$ cat src/rtl/xrc_text_pkg.sv
// rtl/xrc_text_pkg.sv - text cell layout, blink/reverse encodings and grid defaults
// Shared by the text-buffer writer and the scanout read path.
`timescale 1ns/1ps
package xrc_text_pkg;

    localparam int ADDR_W    = 13;
    localparam int DEF_COLS  = 120;
    localparam int DEF_ROWS  = 61;
    localparam int CELL_BITS = 18;

    // Cell layout {BL[17:16], BG[15:12], FG[11:8], CHAR[7:0]}
    localparam int CHAR_LO = 0;
    localparam int CHAR_W  = 8;
    localparam int FG_LO   = 8;
    localparam int FG_W    = 4;
    localparam int BG_LO   = 12;
    localparam int BG_W    = 4;
    localparam int BL_LO   = 16;
    localparam int BL_W    = 2;

    typedef enum logic [1:0] {
        BL_NORMAL   = 2'b00,
        BL_BLINK    = 2'b01,
        BL_REVERSE  = 2'b10,
        BL_REVBLINK = 2'b11
    } bl_e;

    // Palette index of one glyph pixel given its cell attributes and the
    // frame counter (bit 5 gates blink, bit 4 gates reverse-blink).
    function automatic logic [3:0] attr_index(
        input logic [1:0] bl,
        input logic [3:0] fg,
        input logic [3:0] bg,
        input logic       lit,
        input logic [5:0] frame_cnt
    );
        logic [3:0] fg_eff;
        logic       rev;
        fg_eff = fg;
        rev    = 1'b0;
        case (bl)
            BL_NORMAL:   rev = 1'b0;
            BL_BLINK:    if (frame_cnt[5]) fg_eff = bg;
            BL_REVERSE:  rev = 1'b1;
            default:     rev = frame_cnt[4];
        endcase
        if (rev)
            return lit ? bg : fg_eff;
        return lit ? fg_eff : bg;
    endfunction

endpackage

$ cat src/rtl/text_palette.sv
// rtl/text_palette.sv - registered 16-entry CGA palette (4-bit index to 24-bit RGB)
// Ports: clk, rst_n (async active-low), idx palette index, en pixel enable
//        (output forced to black when low), rgb registered {R,G,B}.
`timescale 1ns/1ps
module text_palette (
    input  logic        clk,
    input  logic        rst_n,
    input  logic [3:0]  idx,
    input  logic        en,
    output logic [23:0] rgb
);

    logic [23:0] lut;

    always_comb begin
        lut = 24'h000000;
        case (idx)
            4'h0: lut = 24'h000000;
            4'h1: lut = 24'h0000AA;
            4'h2: lut = 24'h00AA00;
            4'h3: lut = 24'h00AAAA;
            4'h4: lut = 24'hAA0000;
            4'h5: lut = 24'hAA00AA;
            4'h6: lut = 24'hAA5500;
            4'h7: lut = 24'hAAAAAA;
            4'h8: lut = 24'h555555;
            4'h9: lut = 24'h5555FF;
            4'hA: lut = 24'h55FF55;
            4'hB: lut = 24'h55FFFF;
            4'hC: lut = 24'hFF5555;
            4'hD: lut = 24'hFF55FF;
            4'hE: lut = 24'hFFFF55;
            default: lut = 24'hFFFFFF;
        endcase
    end

    always_ff @(posedge clk or negedge rst_n) begin
        if (!rst_n)
            rgb <= 24'h000000;
        else
            rgb <= en ? lut : 24'h000000;
    end

endmodule

$ cat src/rtl/text_scanout.sv
// rtl/text_scanout.sv - 5-stage text-mode scanout: pixel position to RGB
// Ports: clk50/rst_n; PixX/PixY/PixDe raster position and qualifier;
//        HSyncIn/VSyncIn syncs; RAddr/RData text buffer read port;
//        FAddr/FData font ROM port; Rgb/De/HSync/VSync outputs, 5 cycles
//        behind the inputs.
`timescale 1ns/1ps
module text_scanout
    import xrc_text_pkg::*;
#(
    parameter int         COLS        = DEF_COLS,
    parameter int         ROWS        = DEF_ROWS,
    parameter int         CELL_W_LOG2 = 3,
    parameter int         CELL_H_LOG2 = 3,
    parameter logic [3:0] BORDER_IDX  = 4'd0
) (
    input  logic                 clk50,
    input  logic                 rst_n,
    input  logic [10:0]          PixX,
    input  logic [10:0]          PixY,
    input  logic                 PixDe,
    input  logic                 HSyncIn,
    input  logic                 VSyncIn,
    output logic [ADDR_W-1:0]    RAddr,
    input  logic [CELL_BITS-1:0] RData,
    output logic [10:0]          FAddr,
    input  logic [7:0]           FData,
    output logic [23:0]          Rgb,
    output logic                 De,
    output logic                 HSync,
    output logic                 VSync
);

    logic [10:0]             col;
    logic [10:0]             row;
    logic                    in_grid;
    logic [ADDR_W-1:0]       addr_next;

    // Stage registers; the digit is the stage that produced them.
    logic [CELL_W_LOG2-1:0]  xs1, xs2;
    logic [CELL_H_LOG2-1:0]  ys1;
    logic                    g1, g2, g3;
    logic [BL_W-1:0]         bl2, bl3;
    logic [FG_W-1:0]         fg2, fg3;
    logic [BG_W-1:0]         bg2, bg3;
    logic                    lit3;
    logic [3:0]              idx4;

    logic [4:0]              de_sr, hs_sr, vs_sr;
    logic [5:0]              frame_cnt;

    assign col       = PixX >> CELL_W_LOG2;
    assign row       = PixY >> CELL_H_LOG2;
    assign in_grid   = PixDe && (col < 11'(COLS)) && (row < 11'(ROWS));
    // Only used when in_grid, so the product never reaches ROWS*COLS.
    assign addr_next = ADDR_W'(row) * ADDR_W'(COLS) + ADDR_W'(col);

    always_ff @(posedge clk50 or negedge rst_n) begin
        if (!rst_n) begin
            RAddr     <= '0;
            FAddr     <= '0;
            xs1       <= '0;
            xs2       <= '0;
            ys1       <= '0;
            g1        <= 1'b0;
            g2        <= 1'b0;
            g3        <= 1'b0;
            bl2       <= '0;
            bl3       <= '0;
            fg2       <= '0;
            fg3       <= '0;
            bg2       <= '0;
            bg3       <= '0;
            lit3      <= 1'b0;
            idx4      <= '0;
            de_sr     <= '0;
            hs_sr     <= '0;
            vs_sr     <= '0;
            frame_cnt <= '0;
        end else begin
            // S1: cell address; hold the last address for off-grid pixels
            if (in_grid)
                RAddr <= addr_next;
            xs1 <= PixX[CELL_W_LOG2-1:0];
            ys1 <= PixY[CELL_H_LOG2-1:0];
            g1  <= in_grid;

            // S2: cell arrives; the glyph row address is formed straight from RData
            FAddr <= {RData[CHAR_LO +: CHAR_W], ys1};
            bl2   <= RData[BL_LO +: BL_W];
            fg2   <= RData[FG_LO +: FG_W];
            bg2   <= RData[BG_LO +: BG_W];
            xs2   <= xs1;
            g2    <= g1;

            // S3: glyph row arrives; bit 7 is leftmost, so index with 7-x == ~x
            lit3 <= FData[~xs2];
            bl3  <= bl2;
            fg3  <= fg2;
            bg3  <= bg2;
            g3   <= g2;

            // S4: palette index
            if (!de_sr[2])
                idx4 <= 4'd0;
            else if (!g3)
                idx4 <= BORDER_IDX;
            else
                idx4 <= attr_index(bl3, fg3, bg3, lit3, frame_cnt);

            de_sr <= {de_sr[3:0], PixDe};
            hs_sr <= {hs_sr[3:0], HSyncIn};
            vs_sr <= {vs_sr[3:0], VSyncIn};

            // vs_sr[0] is last cycle's VSyncIn, so this is the rising edge
            if (VSyncIn && !vs_sr[0])
                frame_cnt <= frame_cnt + 6'd1;
        end
    end

    // S5
    text_palette u_palette (
        .clk   (clk50),
        .rst_n (rst_n),
        .idx   (idx4),
        .en    (de_sr[3]),
        .rgb   (Rgb)
    );

    assign De    = de_sr[4];
    assign HSync = hs_sr[4];
    assign VSync = vs_sr[4];

endmodule

$ cat config.mk
export PLATFORM = sky130hd
export DESIGN_NAME = text_scanout
export DESIGN_NICKNAME = d
export VERILOG_FILES = /design/src/rtl/xrc_text_pkg.sv /design/src/rtl/text_palette.sv /design/src/rtl/text_scanout.sv
export SDC_FILE = /design/constraint.sdc
export NUM_CORES = 1
export LEC_CHECK = 0
export CORE_UTILIZATION = 52
export CTS_CLUSTER_DIAMETER = 50
export DETAILED_ROUTE_END_ITERATION = 10
export GPL_TIMING_DRIVEN = 1
export PLACE_DENSITY = 0.83
export SETUP_SLACK_MARGIN = 0.2
export SLEW_MARGIN = 20
export SYNTH_ARGS = -nofsm -noshare
export SYNTH_HDL_FRONTEND = slang
export SYNTH_SLANG_ARGS = --single-unit
$ cat constraint.sdc
create_clock -name clk50 -period 2.2 [get_ports clk50]
set_input_delay 0.44 -clock clk50 [delete_from_list [all_inputs] [get_ports clk50]]
set_output_delay 0.44 -clock clk50 [all_outputs]
set_load 0.005 [all_outputs]
==> results of run 1 <==
-- critical path, stage by stage --
cell,delay [ns]
buf_8,0.10
buf_4,0.12
inv_1,0.11
fa_1,0.47
fa_1,0.52
inv_1,0.06
ha_4,0.32
nor2_1,0.05
o21ba_2,0.24
a2111oi_4,0.40
and4bb_2,0.34
mux2i_2,0.23
nand4_1,0.12
-- state kept, by name, indices dropped and copies added, names as in the netlist, 2 cells and up --
name	count
FAddr	11
RAddr	13
bg2	4
bg3	4
bl2	2
bl3	2
de_sr	5
fg2	4
fg3	4
frame_cnt	6
hs_sr	5
idx4	4
u_palette.rgb	5
vs_sr	5
xs1	3
xs2	3
ys1	3
-- path summary, 6_finish.rpt --
check	slack, ns	from	endpoint	cells past startpoint
max	-1.09	PixY[5]	RAddr[12]	13
min	0.04	rst_n	xs2[1]	1
max reg2reg	0.72	frame_cnt[4]	idx4[1]	4
min reg2reg	0.35	vs_sr[2]	vs_sr[3]	0
max in group asynchronous	1.49	rst_n	ys1[1]	2
min in group clk50	0.35	vs_sr[2]	vs_sr[3]	0
-- power by group through the flow --
stage	logic, mW	registers (mW)	clock network, mW
after floorplan	0.823	1.94	0
after global placement	1.59	1.94	0
after detailed placement	1.64	1.95	0
after CTS	2.02	1.92	1.28
after global routing	2.50	1.96	1.36
final	2.36	1.94	1.28
-- routing by layer --
metal  routed length (um)  vias up  GRT usage
met2                 5460      129      0.445
li1                     -     1267          -
met4                  344        0      0.115
met1                 3600     1397      0.271
met3                  525       30     0.0481
met5                    0        -          0
-- per-stage QoR --
step                      hold slack, ns   util  setup TNS (ns)
after floorplan                    0.144      -           -5.96
after global placement             0.332  0.746          -11.25
after detailed placement           0.335  0.746          -12.16
after CTS                         0.0487  0.816           -5.18
after global routing              0.0694  0.834           -6.60
final                             0.0422  0.834           -6.07
-- final cells by class --
class | instances | share of cell area
clock buffer | 10 | 0.0238
timing repair buffer | 159 | 0.255
tap | 96 | 0.0207
multi-input combinational | 165 | 0.291
inverter | 26 | 0.0169
sequential | 87 | 0.376
clock inverter | 6 | 0.0166
-- cell usage in the layout, fill, tap and decap left out, drive strengths merged, types with 2 or more instances in the layout --
master / count
clkdlybuf4s50: 95
dfrtp: 87
buf: 60
nand2: 30
inv: 29
ha: 20
fa: 14
nor2: 14
clkbuf: 12
o21ai: 11
xnor2: 8
a21o: 7
xor2: 6
mux2i: 5
nand4: 4
o21a: 3
and2: 3
nor2b: 3
mux2: 3
nand2b: 3
a211oi: 3
a21oi: 3
o211ai: 2
mux4: 2
nor3: 2
or3: 2
a2111oi: 2
bufinv: 2
o21bai: 2
or2: 2
-- cells by family (layout without fill, tap and decap cells) --
| logic type | after synthesis | count (layout) | synth area share |
|---|---|---|---|
| xor gates and xnor gates | 14 | 14 | 0.0320 |
| AOI/OAI and AO/OA | 40 | 40 | 0.0784 |
| muxes | 10 | 10 | 0.0336 |
| adders and majority gates | 34 | 34 | 0.138 |
| and+or+nand+nor | 67 | 67 | 0.0826 |
| DFF | 87 | 87 | 0.568 |
| buffers and inverters | 47 | 201 | 0.0666 |
-- timing repair --
action	4_1_cts	5_1_grt
gates cloned	0	0
setup buffers	7	5
pin swaps	24	15
resized for setup	63	23
endpoints found under the setup margin	9	13
==> flow_summary.yaml, run 1 <==
finish:
  nets: 535
  final_cell_area_sq_um: 5790
  final_cells: 549
  antenna_cells: 0
  regArea_sq_um: 2180
  drive_gt1_frac: 0.287
  fill_cells: 356
  multi_input_area_sq_um: 1680
  syn_to_final_growth_pct: 51.1
cts:
  clockBufferDepth: 2
  cts_tree: "yes"
  cts.sinks: 87
  ctsHoldBuffers: 0
  cts_root_buf: "clkbuf_8"
  path_clk_slew_ns: 0.09
  htree_levels: 3
  clkLatencyLatePin_ns: 0.36
  cts_buffers: 9
global_route:
  grt_pass1_wl_um: 13700
  grt_usage: 0.243
  antenna_found_initial: 0
  grt_max_degree: 41
  grt-ovfl-total: 0
  grt_pass1_vias: 2849
sta:
  final_hold_viol_count: 0
  drv_slew: 0
  worst_pin_slew_ns: 0.513
  fmaxAchievable_mhz: 304
  period_share: 1.49
  finClkSkew_ns: 0.00591
  period_needed_ns: 3.29
  finalSetupViolCount: 7
  relSlewSlack: 0.658
  fin_ws_ns: -1.09
  rsz0062_at_grt: "yes"
power:
  power.share.clock: 0.230
  p_seq_frac: 0.347
  pwr-share-comb: 0.423
  peakVddDrop_v: 0.000456
  p_leak_nw: 2.63
  p_sw_frac: 0.323
  powerDensity_nw_per_um2: 962
  power.total_mw: 5.57
  switching_power_mw: 1.80
  p_int_mw: 3.77
routing:
  dr.first_iter.drc_count: 120
  avgRoutedWirePerCell_um: 18.1
  viasPerCell: 5.14
  drt_wl_total_um: 9930
  ant_nets: 0
  vias: 2823
  drc: 0
  dr.pass1.iters: 4
die:
  core-area_sq_um: 6940
  row_count: 30
  chipHeight_um: 87.8
  ios: 104
  start_util: 0.552
  die_area_sq_um: 7710
  die_w_um: 87.8
setup_path:
  crit_path_max_fanout: 5
  endpoint_kind: "flip-flop"
  path_class: "input port to flip-flop"
  critical_path.startpoint_type: "input port"
  cp.arrival_ns: 3.52
  cp_data_required_time_ns: 2.43
hold_path:
  hold_class: "input port to async pin"
status:
  outcome: "complete, but fails checks"
  violations: "negative setup slack"
logic_synthesis:
  yosys_warnings: 0
  ys_seq_area_frac: 0.568
  syn_nets: 386
  syn_inst: 299
  synth_edf_count: 0
  synth_cell_types: 44
  synth_top_area_frac: 0.568
  async_reset_ff_frac: 1.00
  ys_top_cells_by_count: "dfrtp_1, nand2_1, inv_1, ha_1, buf_4"
  synthesis.area_sq_um: 3830
  synth.most_common_cell: "dfrtp_1"
  avgSynthCellArea_sq_um: 12.8
  yosysTopAreaCell: "dfrtp_1"
  synth_area_leaders: "dfrtp_1, fa_1, ha_1"
  yosys_most_used_dff: "dfrtp_1"
  yosys_register_bits: 87
place:
  dpl_worst_slack_ns: -1.81
  globalplace.congestion: 0.784
  place_inst: 521
  place_area_sq_um: 5180
  hpwl_um: 6130
  port_buffers: 103
flow_run:
  drv_cap: 0
(Power assumes the default switching activity.)
==> inputs of run 2 (changes only) <==
- CORE_MARGIN: not set -> 2
==> run 2 against run 1 <==
  * The flow still finishes with violations (negative setup slack)
  * Sequential power about the same
  * Cell count down 0.36%
  * Die area up 4.6%
  * Sequential cell count unchanged
  * Critical path depth up 1
  * Sequential share of layout area up 1.1 points
  * Clock skew up 0.0027 ns
  * Routed wire length down 19%
  * Design area down 2.7%
  * Combinational power down 14%
  * Worst setup slack better by 0.10 ns
  * Clock power down 13%
  * Critical path type unchanged
  * Critical endpoint unchanged
  * Largest cell class unchanged
  * Highest routed layer unchanged
==> flow_summary.yaml, run 2 (synthesized netlist as in run 1, its figures left out) <==
status:
  outcome: "complete, but fails checks"
  violations: "negative setup slack"
finish:
  drive_gt1_frac: 0.250
  reg_top3: "RAddr x13, FAddr x11, frame_cnt x6"
  top_register: "RAddr"
  syn_to_final_growth_pct: 47.0
  final_util: 0.785
  final_common_cell: "clkdlybuf4s50_1"
  largest_register_ffs: 13
  layout_common_cells: "clkdlybuf4s50_1, dfrtp_1, buf_4"
  multi_input_area_sq_um: 1590
  nets: 530
  fill_cells: 414
  antenna_cells: 0
  regArea_sq_um: 2180
  final_cell_area_sq_um: 5630
place:
  dpl_worst_slack_ns: -1.93
  hpwl_um: 5980
  port_buffers: 103
  place_area_sq_um: 5190
  globalplace.congestion: 0.784
power:
  powerDensity_nw_per_um2: 904
  peakVddDrop_v: 0.000472
  p_leak_nw: 2.55
cts:
  ctsHoldBuffers: 0
  htree_levels: 3
  path_clk_slew_ns: 0.09
  cts_tree: "yes"
  cts.sinks: 87
  cts_root_buf: "clkbuf_8"
  cts_buffers: 9
  clockBufferDepth: 2
  clkLatencyLatePin_ns: 0.35
sta:
  timing.hold.ws_ns: 0.0338
  relSlewSlack: 0.695
  finalSetupViolCount: 7
  fmaxAchievable_mhz: 314
  worst_pin_slew_ns: 0.457
  finClkSkew_ns: 0.00858
  fin_ws_ns: -0.986
  period_needed_ns: 3.19
  tns_ns: -5.30
  drv_slew: 0
  period_share: 1.45
  rsz0062_at_grt: "yes"
  final_hold_viol_count: 0
setup_path:
  critical_path.startpoint_type: "input port"
  endpoint_kind: "flip-flop"
  path_class: "input port to flip-flop"
  cp.arrival_ns: 3.47
  cp_data_required_time_ns: 2.48
  crit_path_max_fanout: 3
global_route:
  grt_pass1_wl_um: 13600
  antenna_found_initial: 0
  grt_pass1_vias: 2861
  grt_usage: 0.214
  grt_max_degree: 37
  grt-ovfl-total: 0
routing:
  dr.first_iter.drc_count: 123
  drc: 0
  viasPerCell: 4.86
  ant_nets: 0
  drt_wl_total_um: 8030
  vias: 2657
  dr.pass1.iters: 4
  avgRoutedWirePerCell_um: 14.7
hold_path:
  hold_class: "input port to async pin"
flow_run:
  drv_cap: 0
die:
  row_count: 31
  start_util: 0.534
  die_area_sq_um: 8070
  core-area_sq_um: 7180
  ios: 104
  die_w_um: 89.8
  chipHeight_um: 89.8
==> run 2: metrics by stage <==
| stage | power, mW | instances |
|---|---|---|
| 6_report | 5.09 | 547 |
| 5_1_grt | 5.40 | 547 |
| 4_1_cts | 4.98 | 544 |
| 3_5_place_dp | 3.62 | 525 |
| 3_3_place_gp | 3.54 | 525 |
| 2_1_floorplan | 2.76 | 299 |
==> run 2: layout make-up <==
| type | count | share of cell area |
|---|---|---|
| Tap cell | 99 | 0.0220 |
| Clock buffer | 11 | 0.0251 |
| Timing Repair Buffer | 154 | 0.255 |
| Inverter | 26 | 0.0173 |
| Clock inverter | 5 | 0.0116 |
| Sequential cell | 87 | 0.386 |
| Multi-Input combinational cell | 165 | 0.283 |
==> run 2: where the power goes <==
group / leakage, nW / switching, mW / internal (mW)
sequential: 1.06 / 0.134 / 1.80
combinational: 1.39 / 0.864 / 1.17
clock: 0.0981 / 0.556 / 0.568
total: 2.55 / 1.55 / 3.54
==> run 2: critical path: stages <==
cell,delay [ns]
clkdlybuf4s15_2,0.19
inv_2,0.09
fa_1,0.43
fa_1,0.51
inv_1,0.06
ha_4,0.25
buf_4,0.14
o21ai_1,0.15
nor2_2,0.09
buf_4,0.15
o221ai_2,0.26
and4bb_2,0.31
a2111o_1,0.30
nand4_1,0.09
==> run 2: worst paths after layout <==
path / slack, ns / cells after the start / to / startpoint
setup reg to reg: 0.87 / 4 / idx4[3] / frame_cnt[4]
hold reg to reg: 0.35 / 0 / vs_sr[3] / vs_sr[2]
hold / removal: 0.03 / 1 / xs1[0] / rst_n
setup / recovery: -0.99 / 14 / RAddr[12] / PixY[6]
min in group clk50: 0.35 / 0 / vs_sr[3] / vs_sr[2]
max in group asynchronous: 1.58 / 2 / FAddr[6] / rst_n
==> run 2: timing repair <==
action                                  in CTS  in global routing
endpoints found under the hold margin        0                  0
buffers inserted                             3                  3
resized for setup                           54                 12
pin swaps                                   23                  9
gates cloned                                 0                  0
endpoints found under the setup margin       8                  8
==> run 2: routing by layer <==
layer  part of all wire  track usage
met5                  0            0
met4              0.022       0.0833
met2               0.55        0.389
met1               0.38        0.245
met3              0.049       0.0528
